$ cat config.mk
export PLATFORM = sky130hd
export DESIGN_NAME = luces_monitor
export DESIGN_NICKNAME = d
export VERILOG_FILES = /design/src/rtl/luces_monitor.sv
export SDC_FILE = /design/constraint.sdc
export NUM_CORES = 1
export LEC_CHECK = 0
export ABC_AREA = 1
export CAP_MARGIN = 20
export CORE_UTILIZATION = 57
export CTS_CLUSTER_DIAMETER = 200
export DETAILED_ROUTE_END_ITERATION = 10
export PLACE_DENSITY = 0.83
export SKIP_CTS_REPAIR_TIMING = 1
export SYNTH_ARGS = -nofsm -noshare
export SYNTH_HDL_FRONTEND = slang
export SYNTH_SLANG_ARGS = --single-unit
$ cat constraint.sdc
create_clock -name CLK -period 2.92 [get_ports CLK]
set_input_delay 0.73 -clock CLK [delete_from_list [all_inputs] [get_ports CLK]]
set_output_delay 0.73 -clock CLK [all_outputs]
set_load 0.01 [all_outputs]
$ cat src/rtl/luces_monitor.sv
// Purpose: passive checker for the red/yellow/green sequencer; rebuilds mode and run length and flags the first illegal step.
// Latency: registered outputs, valid one cycle after the sampled light pattern.
// Backpressure: none; observe-only, the sequencer is never stalled.
// Optional feature: define LUCES_TOLERANCIA_EN to accept run lengths within +/-TOL of the nominal count.
module luces_monitor #(
  parameter int CUENTA_LENTO  = 21,
  parameter int CUENTA_RAPIDO = 11,
  parameter int CW            = 6,
  parameter int TOL           = 1
) (
  input  logic          CLK,
  input  logic          RESET,
  input  logic          LUZ_ROJA,
  input  logic          LUZ_AMARILLA,
  input  logic          LUZ_VERDE,
  output logic [1:0]    MODO,
  output logic          ACTIVO,
  output logic [CW-1:0] DURACION,
  output logic          DONE,
  output logic          ERROR,
  output logic [2:0]    ERR_CODE
);

`ifdef LUCES_TOLERANCIA_EN
  localparam int TOL_EFF = TOL;
`else
  // Exact run length required: the tolerance window collapses to zero.
  localparam int TOL_EFF = TOL * 0;
`endif

  localparam logic [CW-1:0] LENTO_LO  = CW'(CUENTA_LENTO - TOL_EFF);
  localparam logic [CW-1:0] LENTO_HI  = CW'(CUENTA_LENTO + TOL_EFF);
  localparam logic [CW-1:0] RAPIDO_LO = CW'(CUENTA_RAPIDO - TOL_EFF);
  localparam logic [CW-1:0] RAPIDO_HI = CW'(CUENTA_RAPIDO + TOL_EFF);

  localparam logic [2:0] E_ILEGAL = 3'd1;
  localparam logic [2:0] E_SALTO  = 3'd2;
  localparam logic [2:0] E_CORTO  = 3'd3;
  localparam logic [2:0] E_LARGO  = 3'd4;
  localparam logic [2:0] E_POST   = 3'd5;

  typedef enum logic [2:0] {M_IDLE, M_LENTO, M_RAPIDO, M_FINAL, M_ERROR} state_t;
  typedef enum logic [2:0] {P_ROJO, P_AMAR, P_VERDE, P_TODAS, P_ILEGAL} pat_t;

  state_t        state;
  pat_t          pat;
  pat_t          run_pat;
  logic [CW-1:0] cnt;
  logic [CW-1:0] lim_lo;
  logic [CW-1:0] lim_hi;

  // Classify the sampled light pattern.
  always_comb begin
    pat = P_ILEGAL;
    case ({LUZ_ROJA, LUZ_AMARILLA, LUZ_VERDE})
      3'b100:  pat = P_ROJO;
      3'b010:  pat = P_AMAR;
      3'b001:  pat = P_VERDE;
      3'b111:  pat = P_TODAS;
      default: pat = P_ILEGAL;
    endcase
  end

  // Select run colour and legal length window for the run being tracked.
  always_comb begin
    run_pat = P_AMAR;
    lim_lo  = LENTO_LO;
    lim_hi  = LENTO_HI;
    if (state == M_RAPIDO) begin
      run_pat = P_VERDE;
      lim_lo  = RAPIDO_LO;
      lim_hi  = RAPIDO_HI;
    end
  end

  // Sequence checker FSM with registered outputs; error state is sticky until reset.
  always_ff @(posedge CLK or posedge RESET) begin
    if (RESET) begin
      state    <= M_IDLE;
      cnt      <= '0;
      MODO     <= 2'b00;
      ACTIVO   <= 1'b0;
      DURACION <= '0;
      DONE     <= 1'b0;
      ERROR    <= 1'b0;
      ERR_CODE <= 3'd0;
    end else begin
      DONE <= 1'b0;
      case (state)
        M_IDLE: begin
          case (pat)
            P_ROJO: ;
            P_AMAR: begin
              state  <= M_LENTO;
              cnt    <= CW'(1);
              MODO   <= 2'b01;
              ACTIVO <= 1'b1;
            end
            P_VERDE: begin
              state  <= M_RAPIDO;
              cnt    <= CW'(1);
              MODO   <= 2'b10;
              ACTIVO <= 1'b1;
            end
            P_TODAS: begin
              state    <= M_ERROR;
              ERROR    <= 1'b1;
              ERR_CODE <= E_SALTO;
              ACTIVO   <= 1'b0;
            end
            default: begin
              state    <= M_ERROR;
              ERROR    <= 1'b1;
              ERR_CODE <= E_ILEGAL;
              ACTIVO   <= 1'b0;
            end
          endcase
        end
        M_LENTO, M_RAPIDO: begin
          if (pat == run_pat) begin
            // Run colour still present at the upper limit: too long, flag now.
            if (cnt >= lim_hi) begin
              state    <= M_ERROR;
              ERROR    <= 1'b1;
              ERR_CODE <= E_LARGO;
              ACTIVO   <= 1'b0;
            end else if (cnt != '1) begin
              cnt <= cnt + 1'b1;
            end
          end else if (pat == P_TODAS) begin
            DURACION <= cnt;
            if (cnt < lim_lo) begin
              state    <= M_ERROR;
              ERROR    <= 1'b1;
              ERR_CODE <= E_CORTO;
              ACTIVO   <= 1'b0;
            end else begin
              state  <= M_FINAL;
              DONE   <= 1'b1;
              ACTIVO <= 1'b0;
            end
          end else begin
            state    <= M_ERROR;
            ERROR    <= 1'b1;
            ERR_CODE <= E_ILEGAL;
            ACTIVO   <= 1'b0;
          end
        end
        M_FINAL: begin
          if (pat != P_TODAS) begin
            state    <= M_ERROR;
            ERROR    <= 1'b1;
            ERR_CODE <= E_POST;
            ACTIVO   <= 1'b0;
          end
        end
        default: ;
      endcase
    end
  end

endmodule

==> Word level (Yosys, flattened, before mapping) <==
Index checks and enable logic that the tools add are counted.
{ "totals": {"romBits": 0, "reg_bits": 23, "latch_bits": 0, "wordCells": 85, "mem_count": 0, "mem_bits_rw": 0, "in_bits": 5, "output_inout_bits": 14} }
{ "op_classes": {"addsub": 1, "n_eq_ne": 22, "div": 0, "mul": 0, "reduce_logical": 13, "muxes": 38, "magnitude_cmp": 2, "bitwise": 1, "shifts": 0} }
{ "op_table": {"columns": ["operator", "n"], "rows": [
  ["$mux 3", 9],
  ["$pmux 3 s3", 3],
  ["$mux 6", 4],
  ["$eq 3x2->1 const B", 5],
  ["$ne 2x2->1 const B", 7],
  ["$mux 1", 13],
  ["$pmux 3 s4", 1],
  ["$pmux 6 s2", 1],
  ["$reduce_and 5->1", 2],
  ["$eq 3x1->1 const B", 3],
  ["$add 6x1->6 const B", 1],
  ["$eq 3x3->1 const B", 2],
  ["$ge 6x6->1", 1],
  ["$logic_not 3->1", 2],
  ["$lt 6x6->1", 1],
  ["$ne 6x6->1 const B", 1],
  ["$pmux 1 s3", 2],
  ["$pmux 3 s2", 1],
  ["$mux 5", 1],
  ["$ne 4x4->1 const B", 1],
  ["$pmux 2 s2", 1],
  ["$reduce_and 4->1", 1],
  ["$reduce_bool 2->1", 2],
  ["$reduce_or 2->1", 2],
  ["other kinds (10)", 10]
]} }

==> Logic depth before layout (Yosys ltp) <==
Gate-level depths: netlist (run 1).
{ "depth": {"ltp_word": 7, "mapped_depth": 14, "mapped_depth_nobuf": 14} }

==> Least setup slack after synthesis (run 1) <==
Ideal clock, no wire load.
{ "synth_timing": {"path_kind": "reg2reg", "from": "reg state[2]", "to": "reg ERR_CODE[0]", "n_path_buf": 0, "arrival_ps": 1684, "slack_ps": 1115, "required_time_ps": 2799, "setup_ps": 121, "stages_incl_launch_ff": 15, "synth_period_minus_slack_ps": 1805, "path_cell_list": "dfrtp_1 inv_1 nand3_2 inv_2 ha_1 nand3_1 inv_1 nand3_1 nand2_1 nor2_1 nand2_1 nand2_2 nor2_4 nand2_1 nand2_1"} }
{ "synth_via": {"elab_chain_len": 5, "word_cells_on_any_way": 18, "classes_between": "2 x order compare; 8 x eq/ne; 4 x mux; 4 x reduce/logical"} }
{ "synth_rtl": {"columns": ["element", "line", "source"], "rows": [
  ["start, declared", "45", "state_t state;"],
  ["start signal, assigned", "79", "state <= M_IDLE;"],
  ["start signal, assigned", "94", "state <= M_LENTO;"],
  ["start signal, assigned", "100", "state <= M_RAPIDO;"],
  ["$eq 3x2->1", "69, 89", null],
  ["$mux 5 or $mux 2 (tied branches)", "69", "if (state == M_RAPIDO) begin"],
  ["$lt 6x6->1 (tied with other cells)", "132", "if (cnt < lim_lo) begin"],
  ["$ne 4x4->1 (no source line) (tied with other cells)", null, null],
  ["$reduce_and 5->1 (no source line) or $pmux 3 s3 (tied branches)", null, null],
  ["end signal, assigned", "86", "ERR_CODE <= 3'd0;"],
  ["end signal, assigned", "135", "ERR_CODE <= E_CORTO;"],
  ["end signal, assigned", "145", "ERR_CODE <= E_ILEGAL;"],
  ["end, declared", "21", "output logic [2:0] ERR_CODE"]
]} }
Several ways; a longest one is shown, not always the timed one.
A chain may end at the register's enable or synchronous reset.

==> Worst setup path after layout (run 1) <==
{ "layout_timing": {"from": "reg state[0]", "to": "reg ERR_CODE[1]"} }
Same word-level chain as after synthesis.

==> results.sh, run 1 <==
export IMPL_fin_crit_ns=2.22
export IMPL_die_h_um=49.9
export IMPL_ios=19
export IMPL_worstSetupEndpointType="register"
export IMPL_cap_violations=0
export IMPL_port_buffers=18
export IMPL_critPathKind="register to register"
export IMPL_final_area_mm2=0.00154
export IMPL_placed_area_mm2=0.00152
export IMPL_yosysWarnings=0
export IMPL_fin_hold_ws_ns=0.493
export IMPL_r2r_end="ERR_CODE[1]$_DFFE_PP0P_"
export IMPL_grt_pass1_vias=1092
export IMPL_grt_total_usage=0.241
export IMPL_clkTransAtPathRegs_ns=0.12
export IMPL_wirelength_um=2620
export IMPL_htreeDepth=1
export IMPL_rsz0062_at_grt="no"
export IMPL_dp_hpwl_um=1990
export IMPL_nets=202
export IMPL_yosysUniqueCellTypes=22
export IMPL_hold_viol_final=0
export IMPL_clock_latency_ns=0.32
export IMPL_yosysTopAreaCell="dfrtp_1"
export IMPL_synth_area_mm2=0.00131
export IMPL_synthAdderAreaFrac=0.0383
export IMPL_yosys_area_top_type_share=0.441
export IMPL_rr_worst_depth=13
export IMPL_setup_slack_ns=0.702
export IMPL_synth_async_reset_ratio=1.00
export IMPL_die_w_um=49.9
export IMPL_area_growth_pct=18.2
export IMPL_drive_gt1_frac=0.0729
export IMPL_rows=16
export IMPL_holdCritStartpoint="ERROR$_DFFE_PP0P_"
export IMPL_yosysSeqAreaShare=0.441
export IMPL_diodes=0
export IMPL_grt_pass1_wl_um=4530
export IMPL_gp_congestion=0.878
export IMPL_core_mm2=0.00206
export IMPL_internal_power_uw=379
export IMPL_p_sw_uw=117
export IMPL_tightest_slew_ns=0.859
export IMPL_grt_max_degree=24
export IMPL_crit_arrival_ns=2.43
export IMPL_max_freq_ghz=0.451
export IMPL_powerDensity_mw_per_mm2=322
export IMPL_synth_xor_area_share=0.0268
export IMPL_synth_compound_area_frac=0.125
export IMPL_critPathLaunchType="register"
export IMPL_fin_worst_skew_ns=0.00786
export IMPL_cts_buffers=3
export IMPL_first_pass_iters=4
export IMPL_clockRootBuffer="clkbuf_4"
export IMPL_path_max_fanout=6
export IMPL_postLayoutCoreUtil=0.749
export IMPL_cts_tree="built"
export IMPL_first_iter_violations=35
export IMPL_synth_most_common_cell="nand2_1"
export IMPL_clock_sinks=23
export IMPL_rrSetupSlack_ns=0.70
export IMPL_avgSynthCellArea_um2=7.64
export IMPL_hold_path_class="register to register"
export IMPL_combPwrFrac=0.049
export IMPL_grt_overflow_total=0
export IMPL_critPathRequiredTime_ns=3.13
export IMPL_yosys_top_cells_count="nand2_1 (46), inv_1 (27), dfrtp_1 (23)"
export IMPL_clockBufferDepth=2
export IMPL_ys_seq_elements=23
export IMPL_setup_violations=0
export IMPL_synthMuxAreaShare=0
export IMPL_detail_route_wl_per_cell_um=12.0
export IMPL_start_util=0.633
export IMPL_status="finished, final reports clean"
export IMPL_num_vias=1159
export IMPL_hold_end="ERROR$_DFFE_PP0P_"
export IMPL_clkPwrFrac=0.303
export IMPL_sequentialPowerShare=0.648
export IMPL_dieArea_mm2=0.00249
export IMPL_power_leakage_nw=0.781
export IMPL_finalSetupTns_ns=0
export IMPL_post_place_ws_ns=0.555
export IMPL_ant_nets=0
export IMPL_synthSimpleGateAreaFrac=0.284
export IMPL_drc=0
export IMPL_synth_main_ff_cell="dfrtp_1"
export IMPL_synth_edf_count=0
export IMPL_postSynthCellCount=171
export IMPL_ir_worst_vdd_mv=0.395
export IMPL_r2r_start="state[0]$_DFFE_PP0P_"
export IMPL_fin_crit_sh=0.760
export IMPL_syn_nets=180
export IMPL_antenna_found_initial=0
export IMPL_vias_per_cell=5.29
export IMPL_synth_top_family_by_area="simple AND/OR/NAND/NOR gates"
export IMPL_yosys_top_cells_area="dfrtp_1 (44%), nand2_1 (13%), inv_1 (7.8%)"
export IMPL_p_sw_frac=0.236
export IMPL_slew_headroom=0.427
export IMPL_finalMaxSlewViolations=0
export IMPL_whs_path_depth=1
==> power groups by stage <==
stage / clock [mW] / sequential [mW] / combinational [mW]
after floorplan: 0 / 0.327 / 0.0142
after global placement: 0 / 0.327 / 0.0237
after detailed placement: 0 / 0.327 / 0.0248
after CTS: 0.155 / 0.321 / 0.0248
after global routing: 0.163 / 0.322 / 0.0277
final: 0.150 / 0.322 / 0.0245
==> cells in the final DEF (no fill, tap or decap) <==
cell              n
nor3_1            3
clkbuf_4          3
nand2_2           2
nand3_1          13
a21oi_1           2
inv_1            27
nand4_1           1
o221ai_1          1
o21a_1            1
o21ai_0          17
o21ai_1           1
nand2_1          46
nor2_4            3
xor2_1            4
o211ai_1          1
nor2_1           12
o21bai_1          4
o21ai_2           1
dfrtp_1          23
inv_2             2
clkdlybuf4s50_1  18
ha_1              4
clkinv_2          1
nand3_2           2
==> logic make-up (layout without fill, tap and decap cells) <==
group,Yosys count,in the layout
compound gates,28,28
xor+xnor,4,4
fa+ha+maj,4,4
buf+inv,30,51
flops,23,23
simple gates,82,82
==> sequential cells by signal, summed over array words and instances (netlist names) <==
name,flops
ACTIVO,1
DONE,1
DURACION,6
ERROR,1
ERR_CODE,3
MODO,2
cnt,6
state,3
==> stage by stage <==
stage | std cells | power, mW
4_1_cts | 219 | 0.501
2_1_floorplan | 171 | 0.341
3_3_place_gp | 215 | 0.351
6_report | 219 | 0.497
5_1_grt | 219 | 0.513
3_5_place_dp | 215 | 0.352
==> layout make-up <==
class / instances / area [µm²]
Tap cell: 27 / 33.8
Timing Repair Buffer: 18 / 180
Clock inverter: 1 / 5.00
Sequential cell: 23 / 576
Clock buffer: 3 / 22.5
Fill cell: 154 / 518
Inverter: 29 / 109
Multi-Input combinational cell: 118 / 618
==> per-layer routing <==
layer	track usage	vias to the layer above	wire [µm]
met1	0.321	530	1280
li1	-	591	-
met3	0.0370	5	99
met2	0.390	33	1200
met4	0.100	0	46
met5	0	-	0
==> worst max path at each step <==
stage                         startpoint                      end  cells past startpoint
floorplan           state[2]$_DFFE_PP0P_  ERR_CODE[0]$_DFFE_PP0P_                     14
global placement               LUZ_VERDE  ERR_CODE[2]$_DFFE_PP0P_                      8
detailed placement             LUZ_VERDE  ERR_CODE[2]$_DFFE_PP0P_                      8
CTS                 state[2]$_DFFE_PP0P_  ERR_CODE[2]$_DFFE_PP0P_                     14
global route        state[2]$_DFFE_PP0P_     state[1]$_DFFE_PP0P_                     14
finish              state[0]$_DFFE_PP0P_  ERR_CODE[1]$_DFFE_PP0P_                     13
==> critical path, cell delays in order, from the launching register on <==
cell and delay [ns]:
dfrtp_1 0.47, inv_1 0.10, nand3_2 0.14, inv_2 0.07
ha_1 0.30, nand3_1 0.12, inv_1 0.10, o21ai_0 0.10
nor2_1 0.16, nor2_1 0.08, nand2_1 0.12, nand2_2 0.13
o21bai_1 0.16, nand2_1 0.07
Power figures use the tool's default switching activity.
==> run 2, diff against run 1 <==
CORE_UTILIZATION = 53   (was 57)
PLACE_DENSITY = 0.78   (was 0.83)
clock period = 2.3 ns   (was 2.92 ns; I/O delays follow)
==> run 2 against run 1 <==
Flip-flop and latch count unchanged. Hold slack got worse by 0.00059 ns. Total power increased by 31%. Critical path depth increased by 1. Clock power increased by 38%. First-iteration DRC count increased by 11%. Via count increased by 4.7%. Non-clock buffer count increased by 1. Count of clock-buffer cells in the layout unchanged. Register-to-register slack got worse by 0.55 ns. Cell area increased by 0.81%. Highest routed layer unchanged.
==> results.sh, run 2 (same netlist as run 1, synthesis figures left out) <==
export IMPL_status="finished, final reports clean"
export IMPL_layout_common_cells="nand2_1 (46), inv_1 (26), dfrtp_1 (22), clkdlybuf4s50_1 (18), o21ai_0 (16)"
export IMPL_rr_worst_depth=14
export IMPL_first_pass_iters=4
export IMPL_fin_worst_skew_ns=0.00412
export IMPL_worstSetupEndpointType="register"
export IMPL_powerDensity_mw_per_mm2=417
export IMPL_ir_worst_vdd_mv=0.267
export IMPL_r2r_end="ERR_CODE[1]$_DFFE_PP0P_"
export IMPL_rrSetupSlack_ns=0.15
export IMPL_clockRootBuffer="clkbuf_4"
export IMPL_cts_buffers=3
export IMPL_slowest_stage="dfrtp_2"
export IMPL_core_mm2=0.00228
export IMPL_clkTransAtPathRegs_ns=0.15
export IMPL_crit_top_cell="nand2_1"
export IMPL_first_iter_violations=39
export IMPL_diodes=0
export IMPL_grt_pass1_vias=1133
export IMPL_detail_route_wl_per_cell_um=13.2
export IMPL_grt_overflow_total=0
export IMPL_clock_latency_ns=0.32
export IMPL_endpoint="ERR_CODE[1]$_DFFE_PP0P_"
export IMPL_wirelength_um=2920
export IMPL_dp_hpwl_um=2140
export IMPL_cts_tree="built"
export IMPL_setup_violations=0
export IMPL_hold_viol_final=0
export IMPL_ant_nets=0
export IMPL_drive_gt1_frac=0.0881
export IMPL_power_leakage_nw=0.778
export IMPL_mostFrequentLayoutCell="nand2_1"
export IMPL_gp_congestion=0.843
export IMPL_seqCellArea_um2=577
export IMPL_fin_crit_sh=0.934
export IMPL_drc=0
export IMPL_antenna_found_initial=0
export IMPL_crit_start="state[0]$_DFFE_PP0P_"
export IMPL_num_vias=1214
export IMPL_path_max_fanout=6
export IMPL_start_util=0.574
export IMPL_fin_crit_ns=2.15
export IMPL_r2r_start="state[0]$_DFFE_PP0P_"
export IMPL_hold_path_class="register to register"
export IMPL_multi_input_area_um2=618
export IMPL_die_h_um=51.6
export IMPL_largestRegisters="DURACION (6), cnt (6)"
export IMPL_cap_violations=0
export IMPL_rows=17
export IMPL_dieArea_mm2=0.00267
export IMPL_crit_arrival_ns=2.37
export IMPL_htreeDepth=1
export IMPL_postLayoutCoreUtil=0.684
export IMPL_finalMaxSlewViolations=0
export IMPL_grt_total_usage=0.247
export IMPL_fillers=193
export IMPL_path_cells="inv_1 -> nand3_2 -> inv_2 -> ha_1 -> nand3_1 -> inv_1 -> nand3_1 -> nand2_1 -> nor2_1 -> nand2_1 -> nand2_2 -> nor2_4 -> nand2_1 -> nand2_1"
export IMPL_max_freq_ghz=0.465
export IMPL_critPathLaunchType="register"
export IMPL_critPathRequiredTime_ns=2.53
export IMPL_port_buffers=18
export IMPL_critPathKind="register to register"
export IMPL_grt_pass1_wl_um=4850
export IMPL_die_w_um=51.6
export IMPL_slowest_delay_ns=0.46
export IMPL_clock_sinks=23
export IMPL_clockBufferDepth=2
export IMPL_area_growth_pct=19.2
export IMPL_ios=19
export IMPL_grt_max_degree=24
export IMPL_vias_per_cell=5.49
export IMPL_tightest_slew_ns=0.388
export IMPL_slew_headroom=0.741
export IMPL_nets=203
export IMPL_finalSetupTns_ns=0
export IMPL_rsz0062_at_grt="yes"
-- run 2: report_power, final --
group,switching [mW],internal [mW],leakage (nW),total (mW)
sequential,0.00236,0.406,0.293,0.408
clock,0.140,0.0665,0.0139,0.207
combinational,0.0217,0.0118,0.471,0.0335
total,0.164,0.484,0.778,0.648
-- run 2: critical path: cells and delay by family, from the launching register on --
family | cells | cell delay (ns)
fa+ha+maj | 1 | 0.24
buf+inv | 3 | 0.28
simple gates | 10 | 1.06
flops | 1 | 0.46
-- run 2: area by class of cell --
cell class                 instances  area share
multi-input combinational        118       0.397
inverter                          29      0.0699
timing repair buffer              19       0.121
sequential                        23       0.371
clock inverter                     1     0.00482
clock buffer                       3      0.0145
tap                               28      0.0225
-- run 2: how the worst min path moves through the flow --
stage | from | endpoint | slack (ns) | depth (start not counted)
2_1_floorplan | ACTIVO$_DFFE_PP0P_ | ACTIVO$_DFFE_PP0P_ | 0.51 | 2
3_3_place_gp | ERROR$_DFFE_PP0P_ | ERROR$_DFFE_PP0P_ | 0.46 | 1
3_5_place_dp | ERROR$_DFFE_PP0P_ | ERROR$_DFFE_PP0P_ | 0.46 | 1
4_1_cts | ERROR$_DFFE_PP0P_ | ERROR$_DFFE_PP0P_ | 0.50 | 1
5_1_grt | ERROR$_DFFE_PP0P_ | ERROR$_DFFE_PP0P_ | 0.52 | 1
6_report | ERROR$_DFFE_PP0P_ | ERROR$_DFFE_PP0P_ | 0.49 | 1
-- run 2: metrics by stage --
| step | hold WS (ns) | total power [mW] | setup WS, ns | area [µm²] | cells |
|---|---|---|---|---|---|
| 3_5_place_dp | 0.462 | 0.449 | 0.0861 | 1530 | 217 |
| 4_1_cts | 0.496 | 0.645 | 0.141 | 1560 | 221 |
| 5_1_grt | 0.521 | 0.667 | -0.0111 | 1560 | 221 |
| 2_1_floorplan | 0.509 | 0.433 | 0.495 | 1310 | 171 |
| 3_3_place_gp | 0.460 | 0.447 | 0.129 | 1530 | 217 |
| 6_report | 0.493 | 0.648 | 0.151 | 1560 | 221 |
-- run 2: per-layer routing --
metal  part of all wire  track usage
met4              0.025       0.0991
met2               0.48        0.433
met3              0.057       0.0292
met1               0.44        0.307
met5                  0            0
==> run 3, diff against run 2 <==
SLEW_MARGIN = 20   (was not set)
==> results of run 3 <==
Same layout as run 2: the final DEF is identical, and so are final timing and power.
